## config.mk

```make
export PLATFORM = sky130hd
export DESIGN_NAME = writeback_pc_update
export DESIGN_NICKNAME = d
export VERILOG_FILES = /design/src/rtl/writeback_pc_update.sv
export SDC_FILE = /design/constraint.sdc
export NUM_CORES = 2
export LEC_CHECK = 0
export ABC_AREA = 0
export CORE_MARGIN = 1.5
export CORE_UTILIZATION = 35
export CTS_CLUSTER_SIZE = 30
export DETAILED_ROUTE_END_ITERATION = 10
export PLACE_DENSITY = 0.51
export REMOVE_ABC_BUFFERS = 1
export SLEW_MARGIN = 15
export SYNTH_ARGS = -nofsm -noshare
export SYNTH_HDL_FRONTEND = slang
export SYNTH_SLANG_ARGS = --single-unit
```

## constraint.sdc

```tcl
create_clock -name clk_i -period 11.25 [get_ports clk_i]
set_clock_uncertainty 0.05 [all_clocks]
set_input_delay 3.375 -clock clk_i [delete_from_list [all_inputs] [get_ports clk_i]]
set_output_delay 3.375 -clock clk_i [all_outputs]
set_load 0.005 [all_outputs]
```

## src/rtl/writeback_pc_update.sv

```systemverilog
// writeback_pc_update: SEQ writeback stage; commits register file, PC, status and retired count.
// Optional feature: define WB_BYPASS_EN to forward this cycle's committing write data onto the read ports.
// Ports:
//   clk_i, rst_ni     clock and synchronous active-low reset
//   icode_i, cnd_i    current opcode and execute condition
//   instr_valid_i     fetch decoded a legal opcode
//   imem_error_i      fetch address error
//   mem_error_i       data-memory error
//   dstE_i, valE_i    E write port (F = none)
//   dstM_i, valM_i    M write port (F = none); wins over E on the same register
//   valC_i, valP_i    jump/call target and fall-through PC
//   srcA_i, srcB_i    read addresses; valA_o/valB_o are the combinational read data
//   pc_o, stat_o      current PC and status (1 AOK, 2 HLT, 3 ADR, 4 INS)
//   retired_o         committed-instruction count
module writeback_pc_update #(
  parameter int NREGS = 15,
  parameter logic [63:0] PC_RST = 64'd0
) (
  input  logic        clk_i,
  input  logic        rst_ni,
  input  logic [3:0]  icode_i,
  input  logic        cnd_i,
  input  logic        instr_valid_i,
  input  logic        imem_error_i,
  input  logic        mem_error_i,
  input  logic [3:0]  dstE_i,
  input  logic [3:0]  dstM_i,
  input  logic [63:0] valE_i,
  input  logic [63:0] valM_i,
  input  logic [63:0] valC_i,
  input  logic [63:0] valP_i,
  input  logic [3:0]  srcA_i,
  input  logic [3:0]  srcB_i,
  output logic [63:0] valA_o,
  output logic [63:0] valB_o,
  output logic [63:0] pc_o,
  output logic [2:0]  stat_o,
  output logic [63:0] retired_o
);
  localparam logic [3:0] RNONE = 4'hF;
  localparam logic [2:0] S_AOK = 3'd1;
  localparam logic [2:0] S_HLT = 3'd2;
  localparam logic [2:0] S_ADR = 3'd3;
  localparam logic [2:0] S_INS = 3'd4;
  logic [63:0] regs_q [NREGS];
  logic [63:0] regs_d [NREGS];
  logic [63:0] pc_q, pc_d, retired_q, retired_d, base_a, base_b;
  logic [2:0]  stat_q, stat_d, new_stat;
  logic        commit, wr_ok, we_e, we_m;
  always_comb begin
    new_stat = (imem_error_i || mem_error_i) ? S_ADR :
               !instr_valid_i ? S_INS :
               (icode_i == 4'h0) ? S_HLT : S_AOK;
    commit = stat_q == S_AOK;
    // halt still commits its writes; ADR/INS commit nothing but the status
    wr_ok = commit && (new_stat == S_AOK || new_stat == S_HLT);
    // cmovXX with a false condition drops only the E write
    we_e = wr_ok && dstE_i != RNONE && int'(dstE_i) < NREGS && !(icode_i == 4'h2 && !cnd_i);
    we_m = wr_ok && dstM_i != RNONE && int'(dstM_i) < NREGS;
    for (int r = 0; r < NREGS; r++)
      regs_d[r] = (we_m && dstM_i == 4'(r)) ? valM_i :
                  (we_e && dstE_i == 4'(r)) ? valE_i : regs_q[r];
    pc_d = !(commit && new_stat == S_AOK) ? pc_q :
           (icode_i == 4'h8 || (icode_i == 4'h7 && cnd_i)) ? valC_i :
           (icode_i == 4'h9) ? valM_i : valP_i;
    stat_d = commit ? new_stat : stat_q;
    retired_d = wr_ok ? retired_q + 64'd1 : retired_q;
  end
  always_ff @(posedge clk_i) begin
    if (!rst_ni) begin
      for (int r = 0; r < NREGS; r++) regs_q[r] <= '0;
      pc_q <= PC_RST;
      stat_q <= S_AOK;
      retired_q <= '0;
    end else begin
      regs_q <= regs_d;
      pc_q <= pc_d;
      stat_q <= stat_d;
      retired_q <= retired_d;
    end
  end
  assign base_a = (srcA_i != RNONE && int'(srcA_i) < NREGS) ? regs_q[srcA_i] : '0;
  assign base_b = (srcB_i != RNONE && int'(srcB_i) < NREGS) ? regs_q[srcB_i] : '0;
`ifdef WB_BYPASS_EN
  assign valA_o = (we_m && srcA_i == dstM_i) ? valM_i : (we_e && srcA_i == dstE_i) ? valE_i : base_a;
  assign valB_o = (we_m && srcB_i == dstM_i) ? valM_i : (we_e && srcB_i == dstE_i) ? valE_i : base_b;
`else
  assign valA_o = base_a;
  assign valB_o = base_b;
`endif
  assign pc_o = pc_q;
  assign stat_o = stat_q;
  assign retired_o = retired_q;
endmodule

```

* After elaboration in Yosys (flattened, before gate mapping)
Index checks and enable logic that the tools add are counted.
Widths: inputs -> output; s select.
** Cells by class
- Equality and inequality tests :: 39
- Mux-type cells :: 43
- Add/subtract/negate cells :: 1
- Reduce and logical (&&, ||, !) cells :: 64
- Bitwise gates (word level) :: 2
- $lt $le $gt $ge :: 6
** Operator list (number)
- $mux 64 :: 38
- $bmux 64 s4 :: 2
- $add 64x1->64 const B :: 1
- $eq 4x4->1 const B :: 16
- $logic_and 1x1->1 :: 41
- $eq 4x3->1 const B :: 9
- $reduce_bool 2->1 :: 15
- $eq 4x2->1 const B :: 5
- $lt 4x4->1 const B :: 4
- $ne 4x4->1 const B :: 4
- $logic_not 4->1 :: 3
- $ge 5x5->1 const B :: 2
- $not 4->5 :: 2
- $eq 4x1->1 const B :: 2
- $eq 3x1->1 const B :: 2
- $mux 3 :: 2
- $eq 3x2->1 const B :: 1
- $logic_or 1x1->1 :: 3
- $logic_not 1->1 :: 2
- $mux 2 :: 1
** Storage, ports and cells
- Register bits :: 1091
- Word-level logic and storage cells :: 173

* Longest topological paths before layout
- Depth after elaboration :: 13
- Mapped depth :: 9
- Depth with buffers taken out :: 5

* Worst setup path before layout
OpenSTA, ideal clock, no wires.
- Path kind :: input port to output port
- From :: input srcB_i[0]
- To :: output valB_o[20]
- Data required time :: 7.825 ns
- Path slack :: 2.281 ns
- Buffers on the path :: 3
- Stages :: 5
- Arrival :: 5.544 ns
- Cell sequence :: clkbuf_1 > clkbuf_1 > buf_1 > mux4_2 > mux4_2
** Between the ends
- Longest elaborated chain between the ends :: 5
- Elaborated cells on any way between the ends :: 8
** Ends and longest elaborated chain
- from (decl) :: RTL line 33 : input logic [3:0] srcB_i,
- $not 4->5 (not written as such) :: RTL line 83 : assign base_b = (srcB_i != RNONE && int'(srcB_i) < NREGS) ? regs_q[srcB_i] : '0;
- $bmux 64 s4 :: RTL line 83
- $mux 64 (not written as such) (2 in a row) :: RTL line 83
- $mux 64 (*) :: RTL line 83
- to (decl) :: RTL line 35 : output logic [63:0] valB_o,
Mark *: on every way between the ends. The rest lies on a longest branch, timed or not. The select of a mux whose other input is x is not followed.

* Worst setup path in the final report
- From :: input srcA_i[0]
- To :: output valA_o[28]
** Between the ends
- Longest elaborated chain between the ends :: 5
- Elaborated cells on any way between the ends :: 8
** Ends and longest elaborated chain
- from (decl) :: RTL line 32 : input logic [3:0] srcA_i,
- $not 4->5 (not written as such) :: RTL line 82 : assign base_a = (srcA_i != RNONE && int'(srcA_i) < NREGS) ? regs_q[srcA_i] : '0;
- $bmux 64 s4 :: RTL line 82
- $mux 64 (not written as such) (2 in a row) :: RTL line 82
- $mux 64 (*) :: RTL line 82
- to (decl) :: RTL line 34 : output logic [63:0] valA_o,
Marks and branches as above.

==> metrics.md <==
| Metric | Value |
|---|---|
| DRT Pass-1 Iters | `6` |
| Crit path largest cell delay | `600 ps` |
| Ys async rst share | `0%` |
| DR vias | `58,500` |
| Die span in y | `422 um` |
| Initial DRC count | `6,889` |
| Startpoint Class | `primary input` |
| GRT Max-Usage Layer | `met2` |
| Leak | `0.0238 uW` |
| Final WS setup | `1780 ps` |
| YS warnings | `0` |
| Layout Nets | `7,213` |
| Vias in the first global route | `54,800` |
| Reg clk slew, reported paths | `60 ps` |
| Hold Fails Final Rpt | `0` |
| H-tree lvl count | `4` |
| Global route overflow | `0` |
| Syn avg cell area | `8.81 um^2` |
| Critical path class | `primary input to output pin` |
| Fin. max-slew vios | `0` |
| Vias/cell | `6.25` |
| CP most frequent cell | `mux4_2` |
| Critical path cell sequence | `buf_8, buf_12, mux4_2, mux4_2, clkdlybuf4s50_1` |
| R2R Setup Slk | `7230 ps` |
| Total die area | `0.178 mm^2` |
| PortBufs | `540` |
| Worst-Margin Slew | `1240 ps` |
| Req. time, crit path | `7830 ps` |
| Largest net degree at the start of global routing | `219` |
| Pre-CTS setup slack | `1750 ps` |
| Minimum clock period | `9470 ps` |
| Most common cell after layout, fill and taps aside | `nand2_1` |
| Tot GR Track Use | `30.1%` |
| Mapped Cells | `6,960` |
| Dpl hpwl | `150,000 um` |
| M1 GR Usage | `41.0%` |
| Number of CTS-inserted buffers | `138` |
| Crit path DAT | `6050 ps` |
| Total Power | `9380 uW` |
| Worst vdd ir | `151 uV` |
| Final Cell Area | `0.0727 mm^2` |
| Met3 GRT Util | `5.77%` |
| Endpoint class of the critical path | `output pin` |
| Wire length per cell | `29.6 um` |
| IO Pins | `541` |
| CTS Root Cell | `clkbuf_16` |
| Met2 Use GR | `47.0%` |
| DRC viols | `0` |
| Fin crit share | `84.2%` |
| Worst-skew pair later-pin latency | `790 ps` |
| FMAX | `106 MHz` |
| Post-CTS Setup Inserts | `0` |
| MaxCap Viol Count | `0` |
| First-pass GRT wire length | `397,000 um` |
| TritonCTS sink count | `1,091` |
| Routed Wire Length | `278,000 um` |
| Min-Delay Path Depth | `2` |
| Crit-path slowest cell | `mux4_2` |
| Fraction of layout cells with a size suffix above 1 | `12.9%` |
| Number of antenna violations at the first check in global routing | `22` |
| Core Footprint | `0.174 mm^2` |
| Yosys cell types | `50` |
| Cts hold-fix bufs | `0` |
| Initial core utilization | `35.2%` |
| P&R area growth vs syn | `18.5%` |
| Setup violators final | `0` |
| Slew margin rel. | `17.2%` |
| Most frequent cells in the layout | `1,564 x nand2_1, 1,091 x dfxtp_1, 1,043 x o21ai_0, 642 x a31oi_1, 531 x clkdlybuf4s50_1` |
| Crit path max fanout | `91` |
| Hold Crit Class | `flop to flop` |
| Sequential element share of the synthesized area | `35.6%` |
| Post-CTS Resized | `0` |
| Final Wtd Congestion | `0.806` |
| Unrepaired setup endpoints after global routing | `no` |
| Post-synth EDFFs | `0` |
| Clock buffer depth | `3` |
| Filler cells | `16,900` |
| TritonCTS clock tree | `done` |
| Remaining antenna violation count after routing | `0` |
| Pwr Density | `129 mW/mm^2` |
| Status | `complete, no violations` |
| Reg2Reg Depth | `7` |
| Die X | `422 um` |
| Rows | `153` |
| Seq cells post-synth | `1,091` |
| Synth Flop Type | `dfxtp_1` |
| Area after DPL | `0.0680 mm^2` |
| Synth Cell Area | `0.0613 mm^2` |
## path summary, 6_finish.rpt
check                          from                       end
min reg2reg    pc_o[4]$_SDFFE_PN0P_      pc_o[4]$_SDFFE_PN0P_
max reg2reg  stat_o[1]$_SDFFE_PN0P_  regs_q[922]$_SDFFE_PN0P_
min            pc_o[4]$_SDFFE_PN0P_      pc_o[4]$_SDFFE_PN0P_
max                       srcA_i[0]                valA_o[28]
## state kept, by name, summed over array words and instances (netlist names)
register	cells
pc_o	64
retired_o	64
stat_o	3
regs_q	960
## final cells by class
type                       instances  area [um^2]  area share, %
antenna                           10         25.0         0.0344
clock buffer                     205         4190           5.77
clock inverter                    41          444          0.611
inverter                          10         42.5         0.0585
multi-input combinational       5034        36700           50.5
sequential                      1091        21800           30.0
tap                             2325         2910           4.00
timing repair buffer             655         6550           9.02
## worst max-delay path: cells and delay by family
kind	cells	cell delay, ps
buffers and inverters	3	1300
muxes	2	1170
## Yosys cell counts (28+ instances only)
cell type,n,area share [%]
a21oi_1,357,2.9
a31oi_1,642,6.5
buf_1,77,0.47
buf_2,37,0.30
clkbuf_1,710,4.3
dfxtp_1,1091,36
mux2i_1,512,8.4
mux4_2,512,19
nand2_1,1575,9.6
nand3_1,34,0.28
nor2_1,35,0.21
o211ai_1,65,0.80
o21ai_0,1043,8.5
o2bb2ai_1,63,0.90
or3_1,28,0.29
## power breakdown
part           internal [uW]  switching (uW)  leakage [uW]
logic                    309             515        0.0127
registers               3900            24.3       0.00879
clock network           2740            1900       0.00231
## per-stage QoR
step                hold slack, ps  setup TNS [ps]  util [%]  std cells
floorplan                      395         -137610         -       6135
CTS                            405               0      41.8       9361
global placement               391               0      39.1       9115
detailed placement             396               0      39.1       9115
global route                   416               0      41.8       9366
finish                         401               0      41.8       9371
## routing by layer
layer / vias to the layer above / share of wire, %
met5: - / 0.043
met4: 18 / 3.7
met3: 590 / 8.9
met2: 3072 / 45
met1: 29300 / 42
li1: 25600 / -
## cells by family (layout without fill, tap and decap cells)
kind of cell               Yosys count  after routing  share of synthesized area (%)
adders and majority gates            1              1                         0.0204
AOI/OAI and AO/OA                 2199           2199                           20.0
and+or+nand+nor                   1786           1786                           11.7
muxes                             1024           1024                           27.2
other                                0             10                              0
buffers and inverters              835            911                           5.20
xor gates and xnor gates            24             24                          0.343
DFF                               1091           1091                           35.6
(Power assumes the default switching activity.)
